## config.mk

```make
export PLATFORM = sky130hd
export DESIGN_NAME = id_issue_stage_flat
export DESIGN_NICKNAME = d
export VERILOG_FILES = /design/src/rtl/id_issue_if.sv /design/src/rtl/id_issue_stage.sv /design/src/flat_wrapper.sv
export SDC_FILE = /design/constraint.sdc
export NUM_CORES = 1
export LEC_CHECK = 0
export ABC_AREA = 1
export ABC_CLOCK_PERIOD_IN_PS = 7400
export BUFFER_PORTS_ARGS = -buffer_cell sky130_fd_sc_hd__buf_2
export CAP_MARGIN = 20
export CORE_MARGIN = 5
export CORE_UTILIZATION = 45
export DETAILED_ROUTE_END_ITERATION = 16
export MAX_ROUTING_LAYER = met4
export PLACE_DENSITY = 0.71
export RECOVER_POWER = 25
export SKIP_CTS_REPAIR_TIMING = 1
export SYNTH_ARGS = -nofsm -noshare
export SYNTH_HDL_FRONTEND = slang
export SYNTH_SLANG_ARGS = --single-unit
```

## constraint.sdc

```tcl
create_clock -name clk -period 7.4 [get_ports clk]
set_clock_uncertainty 0.1 [all_clocks]
set_input_delay 0.74 -clock clk [delete_from_list [all_inputs] [get_ports clk]]
set_output_delay 0.74 -clock clk [all_outputs]
set_load 0.02 [all_outputs]
```

## src/rtl/id_issue_if.sv

```systemverilog
// Bundle of fetch, register-file, execute and writeback signals around the decode/issue stage.
interface id_issue_if;
  logic        if_valid;
  logic        if_ready;
  logic [31:0] if_inst;
  logic [31:0] if_pc;
  logic [4:0]  rf_raddr1;
  logic [4:0]  rf_raddr2;
  logic [31:0] rf_rdata1;
  logic [31:0] rf_rdata2;
  logic        ex_valid;
  logic        ex_ready;
  logic [10:0] ex_alu_op;
  logic [31:0] ex_alu_src1;
  logic [31:0] ex_alu_src2;
  logic [4:0]  ex_rd;
  logic        ex_rf_we;
  logic        ex_mem_re;
  logic        ex_mem_we;
  logic [31:0] ex_store_data;
  logic [31:0] ex_pc;
  logic        ex_illegal;
  logic        wb_valid;
  logic [4:0]  wb_rd;
  logic        flush;

  modport slave (
    input  if_valid, if_inst, if_pc, rf_rdata1, rf_rdata2, ex_ready, wb_valid, wb_rd, flush,
    output if_ready, rf_raddr1, rf_raddr2, ex_valid, ex_alu_op, ex_alu_src1, ex_alu_src2,
           ex_rd, ex_rf_we, ex_mem_re, ex_mem_we, ex_store_data, ex_pc, ex_illegal
  );

  modport master (
    output if_valid, if_inst, if_pc, rf_rdata1, rf_rdata2, ex_ready, wb_valid, wb_rd, flush,
    input  if_ready, rf_raddr1, rf_raddr2, ex_valid, ex_alu_op, ex_alu_src1, ex_alu_src2,
           ex_rd, ex_rf_we, ex_mem_re, ex_mem_we, ex_store_data, ex_pc, ex_illegal
  );
endinterface

```

## src/rtl/id_issue_stage.sv

```systemverilog
// RV32I decode/issue stage: decodes one instruction per cycle into a registered ALU request,
// stalling on RAW/WAW hazards tracked by a writeback-cleared busy-bit scoreboard.
module id_issue_stage #(
  parameter int unsigned XLEN         = 32,
  parameter logic [31:0] RESET_PC_TAG = 32'h0
) (
  input logic       clk,
  input logic       rst,
  id_issue_if.slave bus
);

  localparam logic [6:0] OpcOp    = 7'b0110011;
  localparam logic [6:0] OpcOpImm = 7'b0010011;
  localparam logic [6:0] OpcLui   = 7'b0110111;
  localparam logic [6:0] OpcAuipc = 7'b0010111;
  localparam logic [6:0] OpcLoad  = 7'b0000011;
  localparam logic [6:0] OpcStore = 7'b0100011;

  localparam logic [10:0] AluAdd  = 11'h001;
  localparam logic [10:0] AluSub  = 11'h002;
  localparam logic [10:0] AluSlt  = 11'h004;
  localparam logic [10:0] AluSltu = 11'h008;
  localparam logic [10:0] AluAnd  = 11'h010;
  localparam logic [10:0] AluOr   = 11'h020;
  localparam logic [10:0] AluXor  = 11'h040;
  localparam logic [10:0] AluSll  = 11'h080;
  localparam logic [10:0] AluSrl  = 11'h100;
  localparam logic [10:0] AluSra  = 11'h200;
  localparam logic [10:0] AluLui  = 11'h400;

  logic [31:0] inst;
  logic [6:0]  opcode, funct7;
  logic [2:0]  funct3;
  logic [4:0]  rs1, rs2, rd;
  assign inst   = bus.if_inst;
  assign opcode = inst[6:0];
  assign rd     = inst[11:7];
  assign funct3 = inst[14:12];
  assign rs1    = inst[19:15];
  assign rs2    = inst[24:20];
  assign funct7 = inst[31:25];

  assign bus.rf_raddr1 = rs1;
  assign bus.rf_raddr2 = rs2;

  logic [XLEN-1:0] rs1_val, rs2_val, imm_i, imm_s, imm_u, shamt;
  assign rs1_val = (rs1 == 5'd0) ? '0 : bus.rf_rdata1;
  assign rs2_val = (rs2 == 5'd0) ? '0 : bus.rf_rdata2;
  assign imm_i   = {{20{inst[31]}}, inst[31:20]};
  assign imm_s   = {{20{inst[31]}}, inst[31:25], inst[11:7]};
  assign imm_u   = {inst[31:12], 12'b0};
  assign shamt   = {27'b0, inst[24:20]};

  logic [10:0]     op_d;
  logic [XLEN-1:0] src1_d, src2_d, store_data_d;
  logic            rf_we_raw, rf_we_d, mem_re_d, mem_we_d, illegal_d, use1, use2;

  always_comb begin
    op_d         = AluAdd;
    src1_d       = '0;
    src2_d       = '0;
    store_data_d = '0;
    rf_we_raw    = 1'b0;
    mem_re_d     = 1'b0;
    mem_we_d     = 1'b0;
    illegal_d    = 1'b0;
    use1         = 1'b0;
    use2         = 1'b0;
    case (opcode)
      OpcOp: begin
        use1 = 1'b1; use2 = 1'b1; rf_we_raw = 1'b1;
        src1_d = rs1_val; src2_d = rs2_val;
        case ({funct7, funct3})
          {7'b0000000, 3'b000}: op_d = AluAdd;
          {7'b0100000, 3'b000}: op_d = AluSub;
          {7'b0000000, 3'b001}: op_d = AluSll;
          {7'b0000000, 3'b010}: op_d = AluSlt;
          {7'b0000000, 3'b011}: op_d = AluSltu;
          {7'b0000000, 3'b100}: op_d = AluXor;
          {7'b0000000, 3'b101}: op_d = AluSrl;
          {7'b0100000, 3'b101}: op_d = AluSra;
          {7'b0000000, 3'b110}: op_d = AluOr;
          {7'b0000000, 3'b111}: op_d = AluAnd;
          default:              illegal_d = 1'b1;
        endcase
      end
      OpcOpImm: begin
        use1 = 1'b1; rf_we_raw = 1'b1;
        src1_d = rs1_val; src2_d = imm_i;
        case (funct3)
          3'b000: op_d = AluAdd;
          3'b010: op_d = AluSlt;
          3'b011: op_d = AluSltu;
          3'b100: op_d = AluXor;
          3'b110: op_d = AluOr;
          3'b111: op_d = AluAnd;
          3'b001: begin
            op_d = AluSll; src2_d = shamt;
            illegal_d = (funct7 != 7'b0000000);
          end
          default: begin
            src2_d = shamt;
            if (funct7 == 7'b0000000)      op_d = AluSrl;
            else if (funct7 == 7'b0100000) op_d = AluSra;
            else                           illegal_d = 1'b1;
          end
        endcase
      end
      OpcLui: begin
        op_d = AluLui; src2_d = imm_u; rf_we_raw = 1'b1;
      end
      OpcAuipc: begin
        src1_d = bus.if_pc; src2_d = imm_u; rf_we_raw = 1'b1;
      end
      OpcLoad: begin
        use1 = 1'b1; src1_d = rs1_val; src2_d = imm_i; mem_re_d = 1'b1; rf_we_raw = 1'b1;
        illegal_d = (funct3 == 3'b011) || (funct3 == 3'b110) || (funct3 == 3'b111);
      end
      OpcStore: begin
        use1 = 1'b1; use2 = 1'b1; src1_d = rs1_val; src2_d = imm_s; mem_we_d = 1'b1;
        store_data_d = rs2_val;
        illegal_d = (funct3 > 3'b010);
      end
      default: illegal_d = 1'b1;
    endcase
    // Illegal encodings still issue, but as an inert add that touches no state.
    if (illegal_d) begin
      op_d = AluAdd; src1_d = '0; src2_d = '0; store_data_d = '0;
      rf_we_raw = 1'b0; mem_re_d = 1'b0; mem_we_d = 1'b0; use1 = 1'b0; use2 = 1'b0;
    end
  end

  assign rf_we_d = rf_we_raw & (rd != 5'd0);

  logic [31:0]     busy_q, busy_d;
  logic            ex_valid_q, ex_rf_we_q, ex_mem_re_q, ex_mem_we_q, ex_illegal_q;
  logic [10:0]     ex_alu_op_q;
  logic [XLEN-1:0] ex_src1_q, ex_src2_q, ex_store_data_q, ex_pc_q;
  logic [4:0]      ex_rd_q;
  logic            hazard, issue;

  assign hazard = bus.if_valid & ((busy_q[rs1] & use1) | (busy_q[rs2] & use2) |
                                  (busy_q[rd] & rf_we_d));
  assign bus.if_ready = ~bus.flush & ~hazard & (~ex_valid_q | bus.ex_ready);
  assign issue = bus.if_valid & bus.if_ready;

  // Later updates override earlier ones, so a same-cycle set beats a clear.
  always_comb begin
    busy_d = busy_q;
    if (bus.wb_valid && bus.wb_rd != 5'd0) busy_d[bus.wb_rd] = 1'b0;
    if (bus.flush && ex_valid_q && ex_rf_we_q) busy_d[ex_rd_q] = 1'b0;
    if (issue && rf_we_d) busy_d[rd] = 1'b1;
    busy_d[0] = 1'b0;
  end

  always_ff @(posedge clk or posedge rst) begin
    if (rst) begin
      busy_q          <= '0;
      ex_valid_q      <= 1'b0;
      ex_alu_op_q     <= '0;
      ex_src1_q       <= '0;
      ex_src2_q       <= '0;
      ex_rd_q         <= '0;
      ex_rf_we_q      <= 1'b0;
      ex_mem_re_q     <= 1'b0;
      ex_mem_we_q     <= 1'b0;
      ex_store_data_q <= '0;
      ex_pc_q         <= RESET_PC_TAG;
      ex_illegal_q    <= 1'b0;
    end else begin
      busy_q <= busy_d;
      if (bus.flush) begin
        ex_valid_q <= 1'b0;
      end else if (issue) begin
        ex_valid_q      <= 1'b1;
        ex_alu_op_q     <= op_d;
        ex_src1_q       <= src1_d;
        ex_src2_q       <= src2_d;
        ex_rd_q         <= rd;
        ex_rf_we_q      <= rf_we_d;
        ex_mem_re_q     <= mem_re_d;
        ex_mem_we_q     <= mem_we_d;
        ex_store_data_q <= store_data_d;
        ex_pc_q         <= bus.if_pc;
        ex_illegal_q    <= illegal_d;
      end else if (bus.ex_ready) begin
        ex_valid_q <= 1'b0;
      end
    end
  end

  assign bus.ex_valid      = ex_valid_q;
  assign bus.ex_alu_op     = ex_alu_op_q;
  assign bus.ex_alu_src1   = ex_src1_q;
  assign bus.ex_alu_src2   = ex_src2_q;
  assign bus.ex_rd         = ex_rd_q;
  assign bus.ex_rf_we      = ex_rf_we_q;
  assign bus.ex_mem_re     = ex_mem_re_q;
  assign bus.ex_mem_we     = ex_mem_we_q;
  assign bus.ex_store_data = ex_store_data_q;
  assign bus.ex_pc         = ex_pc_q;
  assign bus.ex_illegal    = ex_illegal_q;

endmodule

```

## src/flat_wrapper.sv

```systemverilog
// flat-port wrapper written by rule: the top's interface ports become plain ports
module id_issue_stage_flat 
#(
  parameter int unsigned XLEN         = 32,
  parameter logic [31:0] RESET_PC_TAG = 32'h0
)
  (clk, rst, bus_if_valid, bus_if_inst, bus_if_pc, bus_rf_rdata1, bus_rf_rdata2, bus_ex_ready, bus_wb_valid, bus_wb_rd, bus_flush, bus_if_ready, bus_rf_raddr1, bus_rf_raddr2, bus_ex_valid, bus_ex_alu_op, bus_ex_alu_src1, bus_ex_alu_src2, bus_ex_rd, bus_ex_rf_we, bus_ex_mem_re, bus_ex_mem_we, bus_ex_store_data, bus_ex_pc, bus_ex_illegal);
  id_issue_if bus_i ();
  input logic clk;
  input logic rst;
  input wire logic [$bits(bus_i.if_valid)-1:0] bus_if_valid;
  input wire logic [$bits(bus_i.if_inst)-1:0] bus_if_inst;
  input wire logic [$bits(bus_i.if_pc)-1:0] bus_if_pc;
  input wire logic [$bits(bus_i.rf_rdata1)-1:0] bus_rf_rdata1;
  input wire logic [$bits(bus_i.rf_rdata2)-1:0] bus_rf_rdata2;
  input wire logic [$bits(bus_i.ex_ready)-1:0] bus_ex_ready;
  input wire logic [$bits(bus_i.wb_valid)-1:0] bus_wb_valid;
  input wire logic [$bits(bus_i.wb_rd)-1:0] bus_wb_rd;
  input wire logic [$bits(bus_i.flush)-1:0] bus_flush;
  output wire logic [$bits(bus_i.if_ready)-1:0] bus_if_ready;
  output wire logic [$bits(bus_i.rf_raddr1)-1:0] bus_rf_raddr1;
  output wire logic [$bits(bus_i.rf_raddr2)-1:0] bus_rf_raddr2;
  output wire logic [$bits(bus_i.ex_valid)-1:0] bus_ex_valid;
  output wire logic [$bits(bus_i.ex_alu_op)-1:0] bus_ex_alu_op;
  output wire logic [$bits(bus_i.ex_alu_src1)-1:0] bus_ex_alu_src1;
  output wire logic [$bits(bus_i.ex_alu_src2)-1:0] bus_ex_alu_src2;
  output wire logic [$bits(bus_i.ex_rd)-1:0] bus_ex_rd;
  output wire logic [$bits(bus_i.ex_rf_we)-1:0] bus_ex_rf_we;
  output wire logic [$bits(bus_i.ex_mem_re)-1:0] bus_ex_mem_re;
  output wire logic [$bits(bus_i.ex_mem_we)-1:0] bus_ex_mem_we;
  output wire logic [$bits(bus_i.ex_store_data)-1:0] bus_ex_store_data;
  output wire logic [$bits(bus_i.ex_pc)-1:0] bus_ex_pc;
  output wire logic [$bits(bus_i.ex_illegal)-1:0] bus_ex_illegal;
  assign bus_i.if_valid = bus_if_valid;
  assign bus_i.if_inst = bus_if_inst;
  assign bus_i.if_pc = bus_if_pc;
  assign bus_i.rf_rdata1 = bus_rf_rdata1;
  assign bus_i.rf_rdata2 = bus_rf_rdata2;
  assign bus_i.ex_ready = bus_ex_ready;
  assign bus_i.wb_valid = bus_wb_valid;
  assign bus_i.wb_rd = bus_wb_rd;
  assign bus_i.flush = bus_flush;
  assign bus_if_ready = bus_i.if_ready;
  assign bus_rf_raddr1 = bus_i.rf_raddr1;
  assign bus_rf_raddr2 = bus_i.rf_raddr2;
  assign bus_ex_valid = bus_i.ex_valid;
  assign bus_ex_alu_op = bus_i.ex_alu_op;
  assign bus_ex_alu_src1 = bus_i.ex_alu_src1;
  assign bus_ex_alu_src2 = bus_i.ex_alu_src2;
  assign bus_ex_rd = bus_i.ex_rd;
  assign bus_ex_rf_we = bus_i.ex_rf_we;
  assign bus_ex_mem_re = bus_i.ex_mem_re;
  assign bus_ex_mem_we = bus_i.ex_mem_we;
  assign bus_ex_store_data = bus_i.ex_store_data;
  assign bus_ex_pc = bus_i.ex_pc;
  assign bus_ex_illegal = bus_i.ex_illegal;
  id_issue_stage #(.XLEN(XLEN), .RESET_PC_TAG(RESET_PC_TAG)) u_core (.clk(clk), .rst(rst), .bus(bus_i));
endmodule
```

# After elaboration in Yosys (flattened, before gate mapping)

Index checks and enable logic that the tools add are counted.

Bits in registers: 180
Output and inout port bits: 160
Word-level logic and storage cells: 135

Order comparisons: 9
Eq/ne operators: 22
Multiplexer cells: 48
Bitwise operators: 19
Reductions and logical operators: 25

Operators by type and width:

| operator                                                    | count |
|---|---|
| two-way mux 32 bit                                          | 10 |
| case mux 32 bit (5 select lines)                            | 1 |
| case mux 10 bit (9 select lines)                            | 1 |
| case mux 11 bit (7 select lines)                            | 1 |
| bitwise AND 32 bit                                          | 2 |
| inverter 32 bit                                             | 2 |
| case mux 32 bit (2 select lines)                            | 1 |
| == test 10 x 3 -> 1 bit (second input constant)             | 4 |
| case mux 11 bit (3 select lines)                            | 1 |
| OR 32 bit                                                   | 1 |
| less-than comparator 5 x 6 -> 1 bit (second input constant) | 5 |
| == test 7 x 6 -> 1 bit (second input constant)              | 4 |
| two-way mux 1 bit                                           | 22 |
| two-way mux 11 bit                                          | 2 |
| == test 10 x 2 -> 1 bit (second input constant)             | 2 |
| == test 10 x 9 -> 1 bit (second input constant)             | 2 |
| binary-select mux 1 bit (select 5 bit)                      | 3 |
| demux 1 bit (select 5 bit)                                  | 3 |
| >= comparator 5 x 1 -> 1 bit (second input constant)        | 3 |
| == test 7 x 5 -> 1 bit (second input constant)              | 2 |
| == test 10 x 1 -> 1 bit (second input constant)             | 1 |
| logical NOT 10 bit                                          | 1 |
| logical NOT 5 bit                                           | 2 |
| two-way mux 10 bit                                          | 1 |
| other kinds (23)                                            | 46 |

# Depth between registers and ports, before layout

Gate-level depths: netlist (run 1).

Depth in word-level cells: 16
Depth in mapped cells: 18

# Worst setup path after synthesis (run 1)

No wires, ideal clock.

Path kind: in2out
Start: input port bus_if_inst[7]
End: output port bus_if_ready
Arrival time: 2.137 ns
Data required time: 6.560 ns
Slack: 4.423 ns
Cell stages on the path: 13
Path buffers: 2
Path through: buf_2 nor2_4 clkinv_1 nor2_1 nor2_1 nand2_1 nand2_1 nand2_1 nor2_1 nand3_1 nand3_2 a21oi_1 buf_2

Cells in the longest elaborated chain, start to end: 8

Ends and longest elaborated chain:

| item                                                                         | line                                         | source |
|---|---|---|
| start: declaration                                                           | flat_wrapper.sv:12                           | `input wire logic [$bits(bus_i.if_inst)-1:0] bus_if_inst;` |
| binary-select mux 1 bit (select 5 bit) or nonzero test 5 bit (tied branches) | id_issue_stage.sv:143, id_issue_stage.sv:133 |  |
| two-way mux 1 bit (implied by the code) or bitwise AND 1 bit (tied branches) | id_issue_stage.sv:143, id_issue_stage.sv:133 |  |
| bitwise AND 1 bit (*)                                                        | id_issue_stage.sv:143                        | `(busy_q[rd] & rf_we_d));` |
| OR 1 bit (*)                                                                 | id_issue_stage.sv:142                        | `assign hazard = bus.if_valid & ((busy_q[rs1] & use1) \| (busy_q[rs2] & use2) \|` |
| bitwise AND 1 bit (*)                                                        | id_issue_stage.sv:142                        |  |
| inverter 1 bit (*)                                                           | id_issue_stage.sv:144                        | `assign bus.if_ready = ~bus.flush & ~hazard & (~ex_valid_q \| bus.ex_ready);` |
| bitwise AND 1 bit (*) (2 in series)                                          | id_issue_stage.sv:144                        |  |
| end: declaration                                                             | flat_wrapper.sv:20                           | `output wire logic [$bits(bus_i.if_ready)-1:0] bus_if_ready;` |

Mark *: on every way between the ends. The rest lies on a longest branch, timed or not. The select of a mux whose other input is x is not followed.

# Worst setup path in the final report (run 1)

Start: input port bus_if_inst[2]
End: register u_core.ex_pc_q[22] (netlist: u_core.bus.ex_pc[22])

Cells in the longest elaborated chain, start to end: 13

Ends and longest elaborated chain:

| item                                                                 | line                                         | source |
|---|---|---|
| == test 7 x 6 -> 1 bit, or another cell as far along                 | id_issue_stage.sv:69                         | `case (opcode)` |
| OR reduction 2 bit (no source line), or another cell as far along    | --                                           |  |
| case mux 1 bit (5 select lines) or two-way mux 1 bit (tied branches) | id_issue_stage.sv:69                         |  |
| two-way mux 1 bit                                                    | id_issue_stage.sv:127                        | `if (illegal_d) begin` |
| bitwise AND 1 bit, on equally long branches                          | id_issue_stage.sv:142, id_issue_stage.sv:133 |  |
| OR 1 bit or bitwise AND 1 bit (tied branches)                        | id_issue_stage.sv:142, id_issue_stage.sv:143 |  |
| OR 1 bit (*)                                                         | id_issue_stage.sv:142                        |  |
| bitwise AND 1 bit (*)                                                | id_issue_stage.sv:142                        |  |
| inverter 1 bit (*)                                                   | id_issue_stage.sv:144                        |  |
| bitwise AND 1 bit (*) (2 in series)                                  | id_issue_stage.sv:144                        |  |
| bitwise AND 1 bit (*)                                                | id_issue_stage.sv:145                        | `assign issue = bus.if_valid & bus.if_ready;` |
| AND reduction 2 bit (no source line) (*)                             | --                                           |  |
| end signal: assignment                                               | id_issue_stage.sv:184                        | `ex_pc_q <= bus.if_pc;` |
| end: declaration                                                     | id_issue_stage.sv:138                        | `logic [XLEN-1:0] ex_src1_q, ex_src2_q, ex_store_data_q, ex_pc_q;` |

Mark *: on every way between the ends. The rest lies on a longest branch, timed or not.
A chain may end at the register's enable or synchronous reset.

==> flow_summary.toml, run 1 <==
[sta]
fmax_ghz = 0.199
relSlewSlack_pct = -153
finalHoldViolCount = 0
tightest_slew_ns = 3.80
finalSetupViolCount = 0
final_max_slew_viol_count = 74
rsz0062_at_grt = "no"
finalWorstPathRequiredPeriod_ns = 5.02
final.period_utilization_pct = 67.9
finalSetupTns_ns = 0
holdWs_ns = 0.210

[synth]
synth-xor-area-share_pct = 0
synth_edf_count = 0
synth-simple-area-share_pct = 42.5
synthArstFlopShare_pct = 100
synthAdderAreaFrac_pct = 0
yosysTopAreaCell = "dfrtp_1"
avgSynthCellArea_um2 = 6.94
netlist_area_um2 = 10500
ys.flop_type = "dfrtp_1"
synth_seq_cells = 180
synth_compound_area_share_pct = 6.43
synth_cell_type_count = 26
synth_top_area_share_pct = 42.9
synthTopCellsByArea = "dfrtp_1 (43%), nand2_1 (20%), nand3_1 (11%)"
synth_top_family_by_area = "simple AND/OR/NAND/NOR gates"
ys_warn_count = 0
ys_seq_area_share_pct = 42.9
syn_inst = 1513
synth.area.mux_share_pct = 0
syn_nets = 1652

[die]
coreArea_um2 = 23200
die_y_um = 163
rows = 56
start_util_pct = 45.3
io-pin-count = 299
dieArea_um2 = 26500
die_x_um = 163

[pwr]
vdd_drop_max_uv = 123
p_leak_nw = 7.10
power.density_nw_per_um2 = 186
p_total_mw = 2.35

[cts]
h-tree-depth = 4
numCtsBuffers = 17
max-clock-path-buffers = 2
cts_tree = "yes"
clk_latency_ns = 0.43
cts_sinks = 180
clk_pin_slew_worst_paths_ns = 0.08
root_buffer = "clkbuf_16"

[layout]
regArea_um2 = 4500
finish.net_count = 1875
layout_common_cells = "nand2_1 (564), buf_2 (298), nand3_1 (239), dfrtp_1 (180), nor2_1 (108)"
instances_no_fill = 2069
drive_above_1_share_pct = 20.6
area_growth_pct = 20.7
utilization_pct = 54.6
multi_input_area_um2 = 5160
fillers = 2286
final_common_cell = "nand2_1"

[detailed_routing]
first_iter_violations = 1369
vias_per_cell = 5.63
first_pass_iters = 6
wl_per_cell_um = 18.7
route.antenna.remaining_nets = 0
routed_wl_um = 38700
num_vias = 11700
drc = 0

[run_status]
status = "finished with violations"
violations = "capacitance limit, slew limit"

[grt]
grt_overflow = 0
grtUsageTotal_pct = 29.0
grt_pass1_wl_um = 59700
grt_max_degree = 109
antenna_found_initial = 1
grt_pass1_vias = 10900

[place]
gp_congestion = 0.975
dp_cells = 2035
io_buffers = 298
post-dp-hpwl_um = 27500

[critical_path]
critPathRequiredTime_ns = 7.64
cp_max_fo = 71
end_kind = "flip-flop"
start_kind = "input pin"
cp.arrival_ns = 5.26
crit_type = "input pin to flip-flop"

[min_path]
hp-class = "input pin to asynchronous set/reset pin"

[job]
drv_cap = 1
power by group:
group	switching, mW	total (mW)	leakage, nW	internal, mW
clock	0.450	0.917	0.288	0.468
sequential	0.0284	1.05	2.43	1.02
combinational	0.274	0.382	4.37	0.108
layer usage:
metal,GRT usage (%),vias to the layer above,routed length [um]
met5,-,-,0
met4,8.73,0,1040
met3,5.42,97,3190
met2,46.0,637,18400
met1,38.1,5455,16100
li1,-,5468,-
state kept, by name (all words and copies together) (netlist names):
register and cells:
u_core.bus.ex_alu_src1 32, u_core.bus.ex_alu_src2 32, u_core.busy_q 31, u_core.bus.ex_store_data 32, u_core.bus.ex_mem_we 1, u_core.bus.ex_rd 5
u_core.bus.ex_valid 1, u_core.bus.ex_alu_op 11, u_core.bus.ex_illegal 1, u_core.bus.ex_rf_we 1, u_core.bus.ex_pc 32, u_core.bus.ex_mem_re 1
synth_stat cells, types with 4 or more instances:
library cell and number:
a31oi_1 6, a21oi_1 10, nand4_1 85, buf_4 11, buf_2 34, o22ai_1 10, dfrtp_1 180, buf_1 9
o221ai_1 28, inv_1 90, nor2_1 110, nand3_1 240, o211ai_1 20, clkinv_1 4, clkbuf_1 55, inv_2 4
nand2_1 564, o21ai_0 20, nor3_1 21
area by class of cell:
cell class / count / share of cell area [%]
Multi-Input combinational cell: 1126 / 40.7
Sequential cell: 180 / 35.5
Timing Repair Buffer: 313 / 13.0
Clock buffer: 19 / 3.57
Tap cell: 319 / 3.15
Inverter: 98 / 2.91
Clock inverter: 13 / 1.09
Antenna cell: 1 / 0.0197
through the flow:
step / worst slack, ns / area (um2)
floorplan: 1.67 / 10500
global placement: 2.08 / 12000
detailed placement: 1.96 / 12100
CTS: 2.43 / 12600
global route: 2.00 / 12700
finish: 2.38 / 12700
worst max-delay path: stages:
cell,delay (ns)
buf_2,0.12
nand3_1,0.09
nor2_2,0.04
buf_4,0.25
nand2_1,0.63
nand3_1,0.15
nand2_1,0.09
inv_1,0.45
nand3_1,0.29
nand3_2,0.15
nand2_2,0.08
buf_4,0.62
nand3_4,0.75
buf_4,0.56
nand2_1,0.13
nand2_1,0.06
final timing paths:
path	to	slack, ns	cells after the start	start
worst min-delay path	u_core.bus.ex_alu_op[2]	0.21	2	rst
worst max-delay path	u_core.bus.ex_pc[22]	2.38	16	bus_if_inst[2]
max in group asynchronous	u_core.busy_q[28]	3.03	3	rst
worst max register to register	u_core.bus.ex_pc[22]	3.76	16	u_core.busy_q[13]
min in group clk	u_core.bus.ex_alu_src2[6]	0.37	2	u_core.bus.ex_alu_src2[6]
worst min register to register	u_core.bus.ex_alu_src2[6]	0.37	2	u_core.bus.ex_alu_src2[6]
cell families after synthesis:
family | after synthesis
buffers and inverters | 207
AO/OA/AOI/OAI | 97
AND/OR/NAND/NOR | 1029
flip-flops | 180
No activity file was read; power rests on OpenSTA's default activity.
==> run 2, diff against run 1 <==
--- a/config.mk
+++ b/config.mk
@@ -6,7 +6,7 @@
 export NUM_CORES = 1
 export LEC_CHECK = 0
 export ABC_AREA = 1
-export ABC_CLOCK_PERIOD_IN_PS = 7400
+export ABC_CLOCK_PERIOD_IN_PS = 4750
 export BUFFER_PORTS_ARGS = -buffer_cell sky130_fd_sc_hd__buf_2
 export CAP_MARGIN = 20
 export CORE_MARGIN = 5
==> constraint.sdc (replaced) <==
create_clock -name clk -period 4.75 [get_ports clk]
set_clock_uncertainty 0.1 [all_clocks]
set_input_delay 0.475 -clock clk [delete_from_list [all_inputs] [get_ports clk]]
set_output_delay 0.475 -clock clk [all_outputs]
set_load 0.02 [all_outputs]
==> flow_summary.toml, run 2 (synthesis gave the netlist of run 1 again) <==
[grt]
antenna_found_initial = 1
grt_overflow = 0
grt_max_degree = 181
grt_pass1_vias = 10800
grt_pass1_wl_um = 59600
grtUsageTotal_pct = 29.1

[critical_path]
critPathRequiredTime_ns = 4.18
crit_type = "input pin to output pin"
cp_max_fo = 26
slowest_stage = "a21oi_1"
cp.arrival_ns = 3.31
end_kind = "output pin"
path_delay_family = "buffers and inverters"
path_buf_inv = 4
start_kind = "input pin"
slowest_delay_ns = 0.67
crit_chain = "buf_2, nand2_1, nor3_4, nand2_2, clkinv_1, o21ai_0, nand2_1, nor2_1, nand3_1, inv_2, a21oi_1, buf_2"

[layout]
final_common_cell = "nand2_1"
layout_common_cells = "nand2_1 (564), buf_2 (298), nand3_1 (239), dfrtp_1 (180), nor2_1 (108)"
area_growth_pct = 20.5
instances_no_fill = 2070
multi_input_area_um2 = 5160
drive_above_1_share_pct = 20.7
finish.net_count = 1876
regArea_um2 = 4500
fillers = 2300

[cts]
h-tree-depth = 4
cts_sinks = 180
clk_pin_slew_worst_paths_ns = 0.08
clk_latency_ns = 0.43
max-clock-path-buffers = 2
cts_tree = "yes"
numCtsBuffers = 17
root_buffer = "clkbuf_16"

[sta]
fmax_ghz = 0.258
rsz0062_at_grt = "no"
tightest_slew_ns = 2.53
final.period_utilization_pct = 81.8
finalSetupViolCount = 0
holdWs_ns = 0.138
relSlewSlack_pct = -68.7
finalSetupTns_ns = 0
finalWorstPathRequiredPeriod_ns = 3.88
final_max_slew_viol_count = 181
fin_ws_ns = 0.867
finalHoldViolCount = 0

[pwr]
switching_power_mw = 1.16
power.density_nw_per_um2 = 288
power.share.combinational_pct = 16.2
power.share.clock_pct = 38.8
p_leak_nw = 7.09
swShare_pct = 31.8
p_int_mw = 2.49
vdd_drop_max_uv = 217
seq_power_share_pct = 45.0

[min_path]
hp-class = "input pin to flip-flop"

[detailed_routing]
route.antenna.remaining_nets = 0
num_vias = 11700
first_pass_iters = 7
drc = 0
wl_per_cell_um = 18.7
vias_per_cell = 5.66
first_iter_violations = 1536
routed_wl_um = 38700

[die]
dieArea_um2 = 26500
die_x_um = 163
coreArea_um2 = 23200
rows = 56
die_y_um = 163
io-pin-count = 299
start_util_pct = 45.3

[place]
post-dp-hpwl_um = 27300
io_buffers = 298
place_ws_ns = 0.951
gp_congestion = 0.992
dp_cells = 2036

[run_status]
status = "finished with violations"
violations = "capacitance limit, slew limit"

[job]
drv_cap = 1
## run 2: through the flow
step           cell area (um2)  utilization, %  total power, mW
3_5_place_dp             12100            52.0             2.25
6_report                 12600            54.5             3.65
3_3_place_gp             12100            52.0             2.25
5_1_grt                  12600            54.5             3.79
2_1_floorplan            10500               -             2.02
4_1_cts                  12600            54.5             3.66
## run 2: final timing paths
check                      cells past startpoint  slack [ns]                  startpoint                           end
max reg2reg                                   14        2.21           u_core.busy_q[27]  u_core.bus.ex_store_data[18]
max in group asynchronous                      3        2.06                         rst  u_core.bus.ex_store_data[27]
min reg2reg                                    2        0.37  u_core.bus.ex_alu_src1[13]    u_core.bus.ex_alu_src1[13]
min                                            2        0.14                bus_ex_ready           u_core.bus.ex_valid
max                                           12        0.87              bus_if_inst[0]                  bus_if_ready
min in group asynchronous                      3        0.77                         rst       u_core.bus.ex_alu_op[6]
## run 2: routing by layer
metal / global-route usage [%] / vias to the layer above / share of wire (%)
li1: - / 5470 / -
met3: 5.77 / 97 / 9.6
met5: - / - / 0
met4: 10.3 / 0 / 3.5
met1: 38.5 / 5468 / 41
met2: 44.8 / 676 / 46
## run 2: cell type report
| cell class | instances | area share [%] |
|---|---|---|
| clock buffers | 19 | 3.58 |
| multi-input cells | 1126 | 40.8 |
| clock inverters | 13 | 1.04 |
| diodes | 1 | 0.0198 |
| repair buffers | 314 | 12.9 |
| inverters | 98 | 2.92 |
| flip-flops and latches | 180 | 35.6 |
| well taps | 319 | 3.16 |
## run 2: power by group through the flow
stage	registers [mW]	clock network, mW	logic (mW)
final	1.64	1.42	0.592
after global routing	1.65	1.49	0.644
after CTS	1.64	1.43	0.588
after detailed placement	1.67	0	0.586
after global placement	1.67	0	0.582
after floorplan	1.73	0	0.286
